<file path="config.mk">
export PLATFORM = sky130hd
export DESIGN_NAME = pid_channel_scheduler
export DESIGN_NICKNAME = d
export VERILOG_FILES = /design/src/rtl/pid_channel_scheduler_pkg.sv /design/src/rtl/pid_channel_scheduler_step.sv /design/src/rtl/pid_channel_scheduler.sv
export SDC_FILE = /design/constraint.sdc
export NUM_CORES = 1
export LEC_CHECK = 0
export CORE_MARGIN = 3
export CORE_UTILIZATION = 30
export DETAILED_ROUTE_END_ITERATION = 8
export PLACE_DENSITY_LB_ADDON = 0.1
export SLEW_MARGIN = 30
export SYNTH_ARGS = -nofsm -noshare
export SYNTH_HDL_FRONTEND = slang
export SYNTH_SLANG_ARGS = --single-unit
</file>
<file path="constraint.sdc">
create_clock -name clk -period 22.2 [get_ports clk]
set_input_delay 3.33 -clock clk [delete_from_list [all_inputs] [get_ports clk]]
set_output_delay 3.33 -clock clk [all_outputs]
set_load 0.005 [all_outputs]
</file>
<file path="src/rtl/pid_channel_scheduler_pkg.sv">
// Shared types and constants for the multiplexed PID scheduler and its
// arithmetic step.
package pid_pkg;

    typedef enum logic [1:0] {
        IDLE    = 2'd0,
        LOAD    = 2'd1,
        COMPUTE = 2'd2,
        WRITE   = 2'd3
    } state_t;

    typedef enum logic [1:0] {
        SEL_KP   = 2'd0,
        SEL_KI   = 2'd1,
        SEL_KD   = 2'd2,
        SEL_NONE = 2'd3
    } gain_sel_t;

    localparam int ERR_W   = 9;
    localparam int INTEG_W = 16;
    localparam int SUM_W   = 20;

    localparam logic [7:0] KP_RST = 8'd1;
    localparam logic [7:0] KI_RST = 8'd0;
    localparam logic [7:0] KD_RST = 8'd0;

    // Negative sums map to 0, anything above 255 to 255.
    function automatic logic [7:0] clamp_u8(input logic signed [SUM_W-1:0] u);
        if (u[SUM_W-1])
            return 8'd0;
        else if (u > 20'sd255)
            return 8'd255;
        else
            return u[7:0];
    endfunction

endpackage

</file>
<file path="src/rtl/pid_channel_scheduler_step.sv">
// Combinational PID arithmetic for one sample: error, saturated integral and
// the unclamped control sum.
module pid_step
    import pid_pkg::*;
(
    input  logic        [7:0]         sp,
    input  logic        [7:0]         fb,
    input  logic        [7:0]         kp,
    input  logic        [7:0]         ki,
    input  logic        [7:0]         kd,
    input  logic signed [INTEG_W-1:0] integ,
    input  logic signed [ERR_W-1:0]   prev,
    output logic signed [ERR_W-1:0]   e,
    output logic signed [INTEG_W-1:0] integ_next,
    output logic signed [SUM_W-1:0]   u
);

    // 19 bits hold integ + Ki*e (at most +/-97793) before saturation.
    localparam int ACC_W = 19;
    localparam logic signed [ACC_W-1:0] SAT_HI = 19'sd32767;
    localparam logic signed [ACC_W-1:0] SAT_LO = -19'sd32768;

    logic signed [ACC_W-1:0] ki_term;
    logic signed [ACC_W-1:0] acc;
    logic signed [ERR_W:0]   de;
    logic signed [SUM_W-1:0] p_term;
    logic signed [SUM_W-1:0] d_term;

    always_comb begin
        e       = $signed({1'b0, sp}) - $signed({1'b0, fb});
        ki_term = ACC_W'($signed({1'b0, ki})) * ACC_W'(e);
        acc     = ACC_W'(integ) + ki_term;
        if (acc > SAT_HI)
            integ_next = 16'sh7fff;
        else if (acc < SAT_LO)
            integ_next = 16'sh8000;
        else
            integ_next = acc[INTEG_W-1:0];
        de     = (ERR_W+1)'(e) - (ERR_W+1)'(prev);
        d_term = SUM_W'($signed({1'b0, kd})) * SUM_W'(de);
        p_term = SUM_W'($signed({1'b0, kp})) * SUM_W'(e);
        u      = p_term + SUM_W'(integ_next) + d_term;
    end

endmodule

</file>
<file path="src/rtl/pid_channel_scheduler.sv">
// Round-robin scheduler that time-shares one pid_step across NCH loops and
// owns per-channel gains, integral, previous error and published outputs.
module pid_channel_scheduler
    import pid_pkg::*;
#(
    parameter int NCH = 4
) (
    input  logic              clk,
    input  logic              rst_n,
    input  logic [NCH-1:0]    req,
    input  logic [8*NCH-1:0]  setpoint,
    input  logic [8*NCH-1:0]  feedback,
    output logic [NCH-1:0]    ack,
    input  logic [NCH-1:0]    chan_clr,
    input  logic              cfg_we,
    input  logic [2:0]        cfg_ch,
    input  logic [1:0]        cfg_sel,
    input  logic [7:0]        cfg_data,
    output logic              out_valid,
    output logic [2:0]        out_ch,
    output logic [7:0]        out_data,
    output logic [8*NCH-1:0]  ctrl,
    output logic              busy
);

    localparam int CHI = (NCH > 1) ? $clog2(NCH) : 1;

    state_t                    state;
    logic [CHI-1:0]            last;
    logic [CHI-1:0]            g;
    logic [NCH-1:0]            g_oh;
    logic                      clr_pend;
    logic [CHI-1:0]            grant_ch;
    logic [NCH-1:0]            grant_oh;
    logic                      found;
    logic [CHI:0]              cand;
    logic                      clr_hit;
    logic                      cfg_ok;
    logic [CHI-1:0]            cfg_idx;

    logic [7:0]                sp_arr [NCH];
    logic [7:0]                fb_arr [NCH];
    logic [7:0]                kp_q   [NCH];
    logic [7:0]                ki_q   [NCH];
    logic [7:0]                kd_q   [NCH];
    logic [7:0]                ctrl_q [NCH];
    logic signed [INTEG_W-1:0] integ_q [NCH];
    logic signed [ERR_W-1:0]   prev_q  [NCH];

    logic [7:0]                sp_c, fb_c, kp_c, ki_c, kd_c;
    logic signed [INTEG_W-1:0] integ_c, res_integ, step_integ;
    logic signed [ERR_W-1:0]   prev_c, res_e, step_e;
    logic signed [SUM_W-1:0]   step_u;
    logic [7:0]                u_clamped;

    for (genvar c = 0; c < NCH; c++) begin : g_chan
        assign sp_arr[c]          = setpoint[c*8 +: 8];
        assign fb_arr[c]          = feedback[c*8 +: 8];
        assign ctrl[c*8 +: 8]     = ctrl_q[c];
    end

    assign clr_hit   = |(chan_clr & g_oh);
    assign cfg_ok    = cfg_we && ({1'b0, cfg_ch} < 4'(NCH));
    assign cfg_idx   = CHI'(cfg_ch);
    assign u_clamped = clamp_u8(step_u);

    // Search starts just after the last granted channel and wraps at NCH.
    always_comb begin
        // NOTE: every variable gets a default first so no path holds a value (no latch).
        found    = 1'b0;
        grant_oh = '0;
        grant_ch = '0;
        cand     = '0;
        for (int i = 1; i <= NCH; i++) begin
            cand = {1'b0, last} + (CHI+1)'(i);
            if (cand >= (CHI+1)'(NCH))
                cand = cand - (CHI+1)'(NCH);
            if (!found && req[cand[CHI-1:0]]) begin
                found                   = 1'b1;
                grant_oh[cand[CHI-1:0]] = 1'b1;
                grant_ch                = cand[CHI-1:0];
            end
        end
    end

    always_ff @(posedge clk or negedge rst_n) begin
        // NOTE: the gain file is reset because its reset values are architectural.
        if (!rst_n) begin
            for (int c = 0; c < NCH; c++) begin
                kp_q[c] <= KP_RST;
                ki_q[c] <= KI_RST;
                kd_q[c] <= KD_RST;
            end
        end else if (cfg_ok) begin
            case (gain_sel_t'(cfg_sel))
                SEL_KP:  kp_q[cfg_idx] <= cfg_data;
                SEL_KI:  ki_q[cfg_idx] <= cfg_data;
                SEL_KD:  kd_q[cfg_idx] <= cfg_data;
                default: ;
            endcase
        end
    end

    pid_step u_step (
        .sp         (sp_c),
        .fb         (fb_c),
        .kp         (kp_c),
        .ki         (ki_c),
        .kd         (kd_c),
        .integ      (integ_c),
        .prev       (prev_c),
        .e          (step_e),
        .integ_next (step_integ),
        .u          (step_u)
    );

    always_ff @(posedge clk or negedge rst_n) begin
        if (!rst_n) begin
            state     <= IDLE;
            last      <= CHI'(NCH-1);
            g         <= '0;
            g_oh      <= '0;
            clr_pend  <= 1'b0;
            ack       <= '0;
            out_valid <= 1'b0;
            out_ch    <= '0;
            out_data  <= '0;
            busy      <= 1'b0;
            sp_c      <= '0;
            fb_c      <= '0;
            kp_c      <= '0;
            ki_c      <= '0;
            kd_c      <= '0;
            integ_c   <= '0;
            prev_c    <= '0;
            res_integ <= '0;
            res_e     <= '0;
            for (int c = 0; c < NCH; c++) begin
                integ_q[c] <= '0;
                prev_q[c]  <= '0;
                ctrl_q[c]  <= '0;
            end
        end else begin
            // NOTE: non-blocking throughout so every branch reads pre-edge state.
            ack       <= '0;
            out_valid <= 1'b0;
            case (state)
                IDLE: begin
                    if (found) begin
                        ack      <= grant_oh;
                        g        <= grant_ch;
                        g_oh     <= grant_oh;
                        last     <= grant_ch;
                        clr_pend <= 1'b0;
                        busy     <= 1'b1;
                        state    <= LOAD;
                    end
                end
                LOAD: begin
                    sp_c     <= sp_arr[g];
                    fb_c     <= fb_arr[g];
                    kp_c     <= kp_q[g];
                    ki_c     <= ki_q[g];
                    kd_c     <= kd_q[g];
                    integ_c  <= integ_q[g];
                    prev_c   <= prev_q[g];
                    clr_pend <= clr_pend | clr_hit;
                    state    <= COMPUTE;
                end
                COMPUTE: begin
                    res_integ <= step_integ;
                    res_e     <= step_e;
                    out_valid <= 1'b1;
                    out_ch    <= 3'(g);
                    out_data  <= u_clamped;
                    ctrl_q[g] <= u_clamped;
                    clr_pend  <= clr_pend | clr_hit;
                    state     <= WRITE;
                end
                WRITE: begin
                    if (!clr_pend) begin
                        integ_q[g] <= res_integ;
                        prev_q[g]  <= res_e;
                    end
                    busy  <= 1'b0;
                    state <= IDLE;
                end
                default: state <= IDLE;
            endcase
            // A clear issued late in the block wins over the write-back above.
            for (int c = 0; c < NCH; c++) begin
                if (chan_clr[c]) begin
                    integ_q[c] <= '0;
                    prev_q[c]  <= '0;
                end
            end
        end
    end

endmodule

</file>
---- After elaboration in Yosys (flattened, before gate mapping) ----
Cells that the tools add are included.
storage, ports and cells
  flip-flop bits (word level) ............. 345
  input bits .............................. 88
  output and inout bits ................... 49
operators by class
  add/subtract/negate cells ............... 13
  multipliers ............................. 3
  magnitude comparators ................... 20
  eq/ne operators ......................... 10
  muxes and demuxes ....................... 92
  bitwise gates (word level) .............. 7
  reductions and logical operators ........ 33
operators with widths
  cell                                                   number
  two-way mux 16 bit                                     9
  bitwise mux 32 bit                                     4
  two-way mux 64 bit                                     2
  two-way mux 8 bit                                      14
  binary-select mux 8 bit (select 2 bit)                 5
  two-way mux 36 bit                                     2
  bitwise mux 64 bit                                     1
  two-way mux 9 bit                                      7
  bitwise mux 36 bit                                     1
  multiplier 9 x 9 -> 18 bit                             2
  binary-select mux 16 bit (select 2 bit)                1
  demux 16 bit (select 2 bit)                            1
  demux 8 bit (select 2 bit)                             2
  two-way mux 4 bit                                      6
  adder 20 bit                                           1
  > comparator 20 x 9 -> 1 bit (second input constant)   1
  AND reduction 2 bit                                    10
  adder 16 x 18 -> 19 bit                                1
  adder 18 x 16 -> 19 bit                                1
  > comparator 19 x 16 -> 1 bit (second input constant)  1
  < comparator 19 x 16 -> 1 bit (second input constant)  1
  multiplier 9 x 10 -> 19 bit                            1
  binary-select mux 9 bit (select 2 bit)                 1
  demux 9 bit (select 2 bit)                             1
  30 further kinds                                       102

---- Depth between registers and ports, before layout ----
  word-level depth ........................ 17
  gate-level depth with buffers ........... 56

---- Modules after synthesis ----
Synthesis repeated with hierarchy kept, for this count alone.
second synthesis, totals
  cells, all modules ...................... 2544
  area, all modules ....................... 26279.0 sq um
modules (own cells, without submodules)
  module                 instances  cells each  area each (sq um)  seq. area each (sq um)
  pid_channel_scheduler  1          1214        15288.4            8640.8
  pid_step               1          1330        10990.5            0.0

---- Worst setup path before layout ----
OpenSTA, ideal clock, no wires.
  path kind ............................... flip-flop to flip-flop
  start ................................... register fb_c[1]
  end ..................................... register ctrl_q (netlist bit ctrl[0])
  arrival time ............................ 12.302 ns
  required time ........................... 22.077 ns
  slack ................................... 9.776 ns
  stages on the path, launching flop included .. 54
  clock period less this slack ............ 12.424 ns
  cells stage by stage .................... dfrtp_1 > inv_1 > ha_1 > nor2b_1 > o21ai_0 > a21boi_0 > o21a_1 > nor2_1 > o21bai_1 > a21oi_1 > xnor2_1 > clkbuf_1 > nand2_1 > fa_1 > fa_1 > inv_1 > fa_1 > fa_1 > [... 18 more ...] > ha_1 > o2111a_1 > a221oi_1 > a2111oi_0 > o21a_1 > o21a_1 > o41ai_1 > xnor2_1 > ha_1 > o21ai_0 > a21oi_1 > nor4_1 > o2111ai_1 > a221oi_1 > nand4_1 > nor4_2 > nand2_1 > o221a_2
on the way
  longest elaborated chain between the ends .. 12
  elaborated cells on any way between the ends .. 16
  classes of those cells .................. add/sub (5); mul (3); order compare (3); mux (5)
RTL lines
  element                          line                              RTL
  from (decl)                      pid_channel_scheduler.sv:50       logic [7:0] sp_c, fb_c, kp_c, ki_c, kd_c;
  from (signal assigned)           pid_channel_scheduler.sv:161      fb_c <= fb_arr[g];
  subtractor 8 x 8 -> 9 bit *      pid_channel_scheduler_step.sv:30  e = $signed({1'b0, sp}) - $signed({1'b0, fb});
  net step_e[7]                    pid_channel_scheduler.sv:52       logic signed [ERR_W-1:0] prev_c, res_e, step_e;
  multiplier 9 x 9 -> 18 bit *     pid_channel_scheduler_step.sv:31  ki_term = ACC_W'($signed({1'b0, ki})) * ACC_W'(e);
  adder 16 x 18 -> 19 bit *        pid_channel_scheduler_step.sv:32  acc = ACC_W'(integ) + ki_term;
  < comparator 19 x 16 -> 1 bit    pid_channel_scheduler_step.sv:35  else if (acc < SAT_LO)
  two-way mux 16 bit               pid_channel_scheduler_step.sv:35
  two-way mux 16 bit *             pid_channel_scheduler_step.sv:33  if (acc > SAT_HI)
  net step_integ[8]                pid_channel_scheduler.sv:51       logic signed [INTEG_W-1:0] integ_c, res_integ, step_integ;
  adder 18 x 16 -> 19 bit *        pid_channel_scheduler_step.sv:42  u = p_term + SUM_W'(integ_next) + d_term;
  adder 20 bit *                   pid_channel_scheduler_step.sv:42
  > comparator 20 x 9 -> 1 bit     pid_channel_scheduler_pkg.sv:31   else if (u > 20'sd255)
  two-way mux 8 bit                pid_channel_scheduler_pkg.sv:31
  two-way mux 8 bit *              pid_channel_scheduler_pkg.sv:29   if (u[SUM_W-1])
  bitwise mux 32 bit *             pid_channel_scheduler.sv:176      ctrl_q[g] <= u_clamped;
  to (signal, indexed assignment)  pid_channel_scheduler.sv:176
  to (decl)                        pid_channel_scheduler.sv:46       logic [7:0] ctrl_q [NCH];
Mark *: on every way through the listed nets, which the timed path passes. The rest lies on a longest branch.
A chain may end at the register's enable or synchronous reset.

---- Worst setup path in the final report ----
  start ................................... register sp_c[0]
  end ..................................... register ctrl_q (netlist bit ctrl[22])
on the way
  longest elaborated chain between the ends .. 12
  elaborated cells on any way between the ends .. 16
  classes of those cells .................. add/sub (5); mul (3); order compare (3); mux (5)
RTL lines
  element                        line                              RTL
  from (decl)                    pid_channel_scheduler.sv:50
  from (signal assigned)         pid_channel_scheduler.sv:160      sp_c <= sp_arr[g];
  subtractor 8 x 8 -> 9 bit *    pid_channel_scheduler_step.sv:30
  multiplier 9 x 9 -> 18 bit *   pid_channel_scheduler_step.sv:31
  adder 16 x 18 -> 19 bit *      pid_channel_scheduler_step.sv:32
  < comparator 19 x 16 -> 1 bit  pid_channel_scheduler_step.sv:35
  two-way mux 16 bit             pid_channel_scheduler_step.sv:35
  two-way mux 16 bit *           pid_channel_scheduler_step.sv:33
  net step_integ[8]              pid_channel_scheduler.sv:51
  adder 18 x 16 -> 19 bit *      pid_channel_scheduler_step.sv:42
  adder 20 bit *                 pid_channel_scheduler_step.sv:42
  > comparator 20 x 9 -> 1 bit   pid_channel_scheduler_pkg.sv:31
  two-way mux 8 bit              pid_channel_scheduler_pkg.sv:31
  two-way mux 8 bit *            pid_channel_scheduler_pkg.sv:29
  bitwise mux 32 bit *           pid_channel_scheduler.sv:176
Marks and branches as above.

==> tab_implementation.tex <==
\begin{tabular}{lr}
\hline
Metric & Value \\
\hline
\multicolumn{2}{l}{\textbf{Timing}} \\
\quad Final critical path time including I/O delays and setup & between 10000 and 15000 ps \\
\quad Upper clock frequency limit & $\sim$70 MHz \\
\quad Worst clock skew & roughly 49 ps \\
\quad Worst-margin pin slew & 971 ps \\
\quad Final number of hold-violating endpoints & 0 \\
\quad Ratio of final minimum period to clock period & a little over three fifths \\
\quad Max-slew headroom at the worst pin & around a third \\
\quad Setup tns final & 0 ps \\
\quad Final setup fails & 0 \\
\quad Max Transition Viols Final & 0 \\
\quad Unrepaired setup endpoints after global routing & no \\
\multicolumn{2}{l}{\textbf{Worst setup path}} \\
\quad Crit path kind & flip-flop to flip-flop \\
\quad Most prevalent standard cell on the critical path & sky130\_fd\_sc\_hd\_\_fa\_1 \\
\quad Worst-path fanout max & 18 \\
\quad CP max stage delay & 640 ps \\
\quad Critical path required time & 22650 ps \\
\quad Slowest-stage cell, CP & sky130\_fd\_sc\_hd\_\_a311oi\_4 \\
\quad Category of the worst setup path capture point & flip-flop \\
\quad Kind of start point of the critical path & flip-flop \\
\quad Arrival time worst endpoint & approximately 14000 ps \\
\multicolumn{2}{l}{\textbf{Floorplan}} \\
\quad Die Area & between 0.09 and 0.1 mm² \\
\quad Starting Density & around 31\% \\
\quad Floorplan row count & approximately 110 \\
\quad Boundary pin count & around 140 \\
\quad Placeable core region & 0.0858 mm² \\
\quad Die boundary height & between 300 and 400 µm \\
\quad Die Wd & $\sim$300 µm \\
\multicolumn{2}{l}{\textbf{Clocking}} \\
\quad Setup Buffers After CTS & 0 \\
\quad Maximum buffer depth of the clock tree & 3 \\
\quad CTS resizes & 0 \\
\quad CTS tree & built \\
\quad Clk pin slew, worst setup/hold paths & around 60 ps \\
\quad Number of buffers inserted for hold repair after clock tree synthesis & 0 \\
\quad CTS Sinks & $\sim$350 \\
\quad CTS buffer count & 43 \\
\quad Maximum level of the CTS H-tree & 2 \\
\quad Clock network latency to the later pin of the worst-skew pair & $\sim$590 ps \\
\quad Clock root buffer & sky130\_fd\_sc\_hd\_\_clkbuf\_16 \\
\multicolumn{2}{l}{\textbf{Global routing}} \\
\quad Overflow left after global routing & 0 \\
\quad Via count of the first global-routing pass & approximately 20000 \\
\quad Number of antenna violations at the first check in global routing & 0 \\
\quad Pin count of the biggest net entering global routing & 89 \\
\quad Global-route wire length before repair & roughly 120000 µm \\
\quad Global-route total usage across every layer & 16.5\% \\
\multicolumn{2}{l}{\textbf{Placement}} \\
\quad Buffers on Ports & around 140 \\
\quad Half-perimeter wire length after placement & roughly 54000 µm \\
\quad Placed cells & about 3700 \\
\quad Final Wtd Congestion & 0.875 \\
\multicolumn{2}{l}{\textbf{Synth}} \\
\quad Flip-flop cell with the highest count after synthesis & sky130\_fd\_sc\_hd\_\_dfrtp\_1 \\
\quad Number of register bits inferred by synthesis & between 300 and 400 \\
\quad Yosys warns & 0 \\
\quad Distinct cells, synth & 70 \\
\quad EDFF count, synth & 0 \\
\quad Cells after synthesis & $\sim$2500 \\
\quad Mapped Avg Cell Area & $\sim$10 µm² \\
\quad Async set-or-reset flop fraction in the synthesized netlist & between 90\% and 100\% \\
\quad Fraction of the yosys area taken by sequential cells & 33.0\% \\
\quad Post-Syn Nets & approximately 3000 \\
\quad Post-synth design cell area & 0.0262 mm² \\
\multicolumn{2}{l}{\textbf{Cells and area}} \\
\quad Multi-input combinational cell area & around 0.016 mm² \\
\quad Most common cell after layout, fill and taps aside & sky130\_fd\_sc\_hd\_\_nand2\_1 \\
\quad Synthesis-to-layout area growth & 15.8\% \\
\quad Nets@finish & between 3000 and 4000 \\
\quad Most frequent cells in the layout & sky130\_fd\_sc\_hd\_\_nand2\_1 (377), sky130\_fd\_sc\_hd\_\_dfrtp\_1 (337), sky130\_fd\_sc\_hd\_\_inv\_1 (317) \\
\quad Area of all sequential standard cells & 0.00865 mm² \\
\quad Layout fillers & 8588 \\
\quad Share of post-route cells with drive strength above 1 & roughly 15\% \\
\quad Final instance count without filler cells & 3814 \\
\quad Final antenna diode count & 0 \\
\multicolumn{2}{l}{\textbf{Route}} \\
\quad Met1 layer wirelength in the final routing & 34300 µm \\
\quad Top Layer Used & met4 \\
\quad TritonRoute pass-1 iters & 5 \\
\quad Total length of routed met2 wires & 35000 µm \\
\quad Met3 WL & around 2600 µm \\
\quad Vias & 18600 \\
\quad Remaining antenna violation count after routing & 0 \\
\quad Aggregate routed wire length & between 70000 and 80000 µm \\
\quad Drt first-iter violations & just over 1000 \\
\quad Number of design rule violations left after detail routing & 0 \\
\quad Per-cell routed wire length & slightly below 20 µm \\
\quad DR vias/cell & 4.89 \\
\multicolumn{2}{l}{\textbf{Hold path}} \\
\quad Worst min-delay path class & flip-flop to flip-flop \\
\multicolumn{2}{l}{\textbf{Outcome}} \\
\quad Status & complete, no violations \\
\multicolumn{2}{l}{\textbf{Job}} \\
\quad Max\_cap viols & 0 \\
\hline
\end{tabular}
==> layout make-up <==
cell class / count / share of cell area (%)
timing repair buffer: 163 / 5.19
sequential: 345 / 28.5
tap: 1144 / 4.72
clock buffer: 61 / 4.13
inverter: 317 / 3.92
clock inverter: 16 / 0.763
multi-input combinational: 1768 / 52.7
==> cells in the mapped netlist (all sizes together), types with 5 or more instances <==
library cell	n	area share [%]
a21o	19	0.54
a31oi	6	0.14
clkbuf	97	1.4
o2111ai	5	0.17
and3	10	0.24
nor2b	35	0.84
fa	183	14
a21boi	7	0.20
a311oi	15	0.55
ha	207	9.9
nor2	102	1.5
nand2b	30	0.72
nand3	16	0.31
o21a	14	0.40
a211oi	12	0.34
xor2	14	0.47
nand2	377	5.4
inv	317	4.5
buf	22	0.34
a221oi	6	0.20
xnor2	52	1.8
a21oi	148	2.8
o221a	42	1.8
mux2	152	6.5
dfrtp	339	32
dfstp	6	0.60
nor3	22	0.42
a22oi	6	0.17
mux4	68	5.9
and2	87	2.1
o21ai	69	1.3
o21bai	5	0.14
or3	9	0.22
==> state kept, by name, indices dropped and copies added, names as in the netlist, 2 cells and up <==
signal,cells
ack,4
ctrl,32
fb_c,8
g,2
g_oh,4
integ_c,16
integ_q,64
kd_c,8
kd_q,32
ki_c,8
ki_q,32
kp_c,8
kp_q,32
last,2
out_ch,2
out_data,8
prev_c,9
prev_q,36
res_e,9
res_integ,16
sp_c,8
state,2
==> layer usage <==
layer	vias to the layer above	GRT usage, %
li1	8727	-
met1	9482	22.6
met2	358	27.6
met3	81	2.03
met4	0	4.41
met5	-	0
==> logic make-up (layout without fill, tap and decap cells) <==
family | count (synthesis) | after routing | synth area share [%]
simple gates | 710 | 710 | 12.4
buf+inv | 436 | 557 | 6.28
fa+ha+maj | 390 | 390 | 23.9
compound gates | 378 | 378 | 9.70
flops | 345 | 345 | 33.0
mux | 223 | 223 | 12.5
xor+xnor | 66 | 66 | 2.24
other cells | 1 | 1 | 0.0143
==> worst paths after layout <==
| kind | start | end | slack (ps) | cells after the start |
|---|---|---|---|---|
| worst max-delay path | sp_c[0] | ctrl[22] | 8200 | 49 |
| worst min-delay path | g_oh[3] | g_oh[3] | 480 | 1 |
| worst max register to register | sp_c[0] | ctrl[22] | 8200 | 49 |
| worst min register to register | g_oh[3] | g_oh[3] | 480 | 1 |
| max in group asynchronous | rst_n | ki_q[31] | 17390 | 3 |
| min in group asynchronous | rst_n | integ_q[35] | 2750 | 1 |
==> through the flow <==
step                setup slack (ps)  hold slack [ps]  utilization [%]  cell area [µm²]
floorplan                       9780              450                -            26200
global placement                8050              465             33.6            28800
detailed placement              7980              471             33.6            28800
CTS                             7910              483             35.3            30300
global route                    7220              507             35.3            30300
finish                          8200              479             35.3            30300
==> worst max-delay path, delay by kind of cell, from the launching register on <==
kind            cells  cell delay (ps)
fa+ha+maj          13             5350
compound gates     20             5000
flops               1              350
buf+inv             7              970
simple gates        7             1890
xor+xnor            2              310
Power is not shown: default switching activity piles up to over one toggle a cycle in this logic, so the estimate is an artifact.
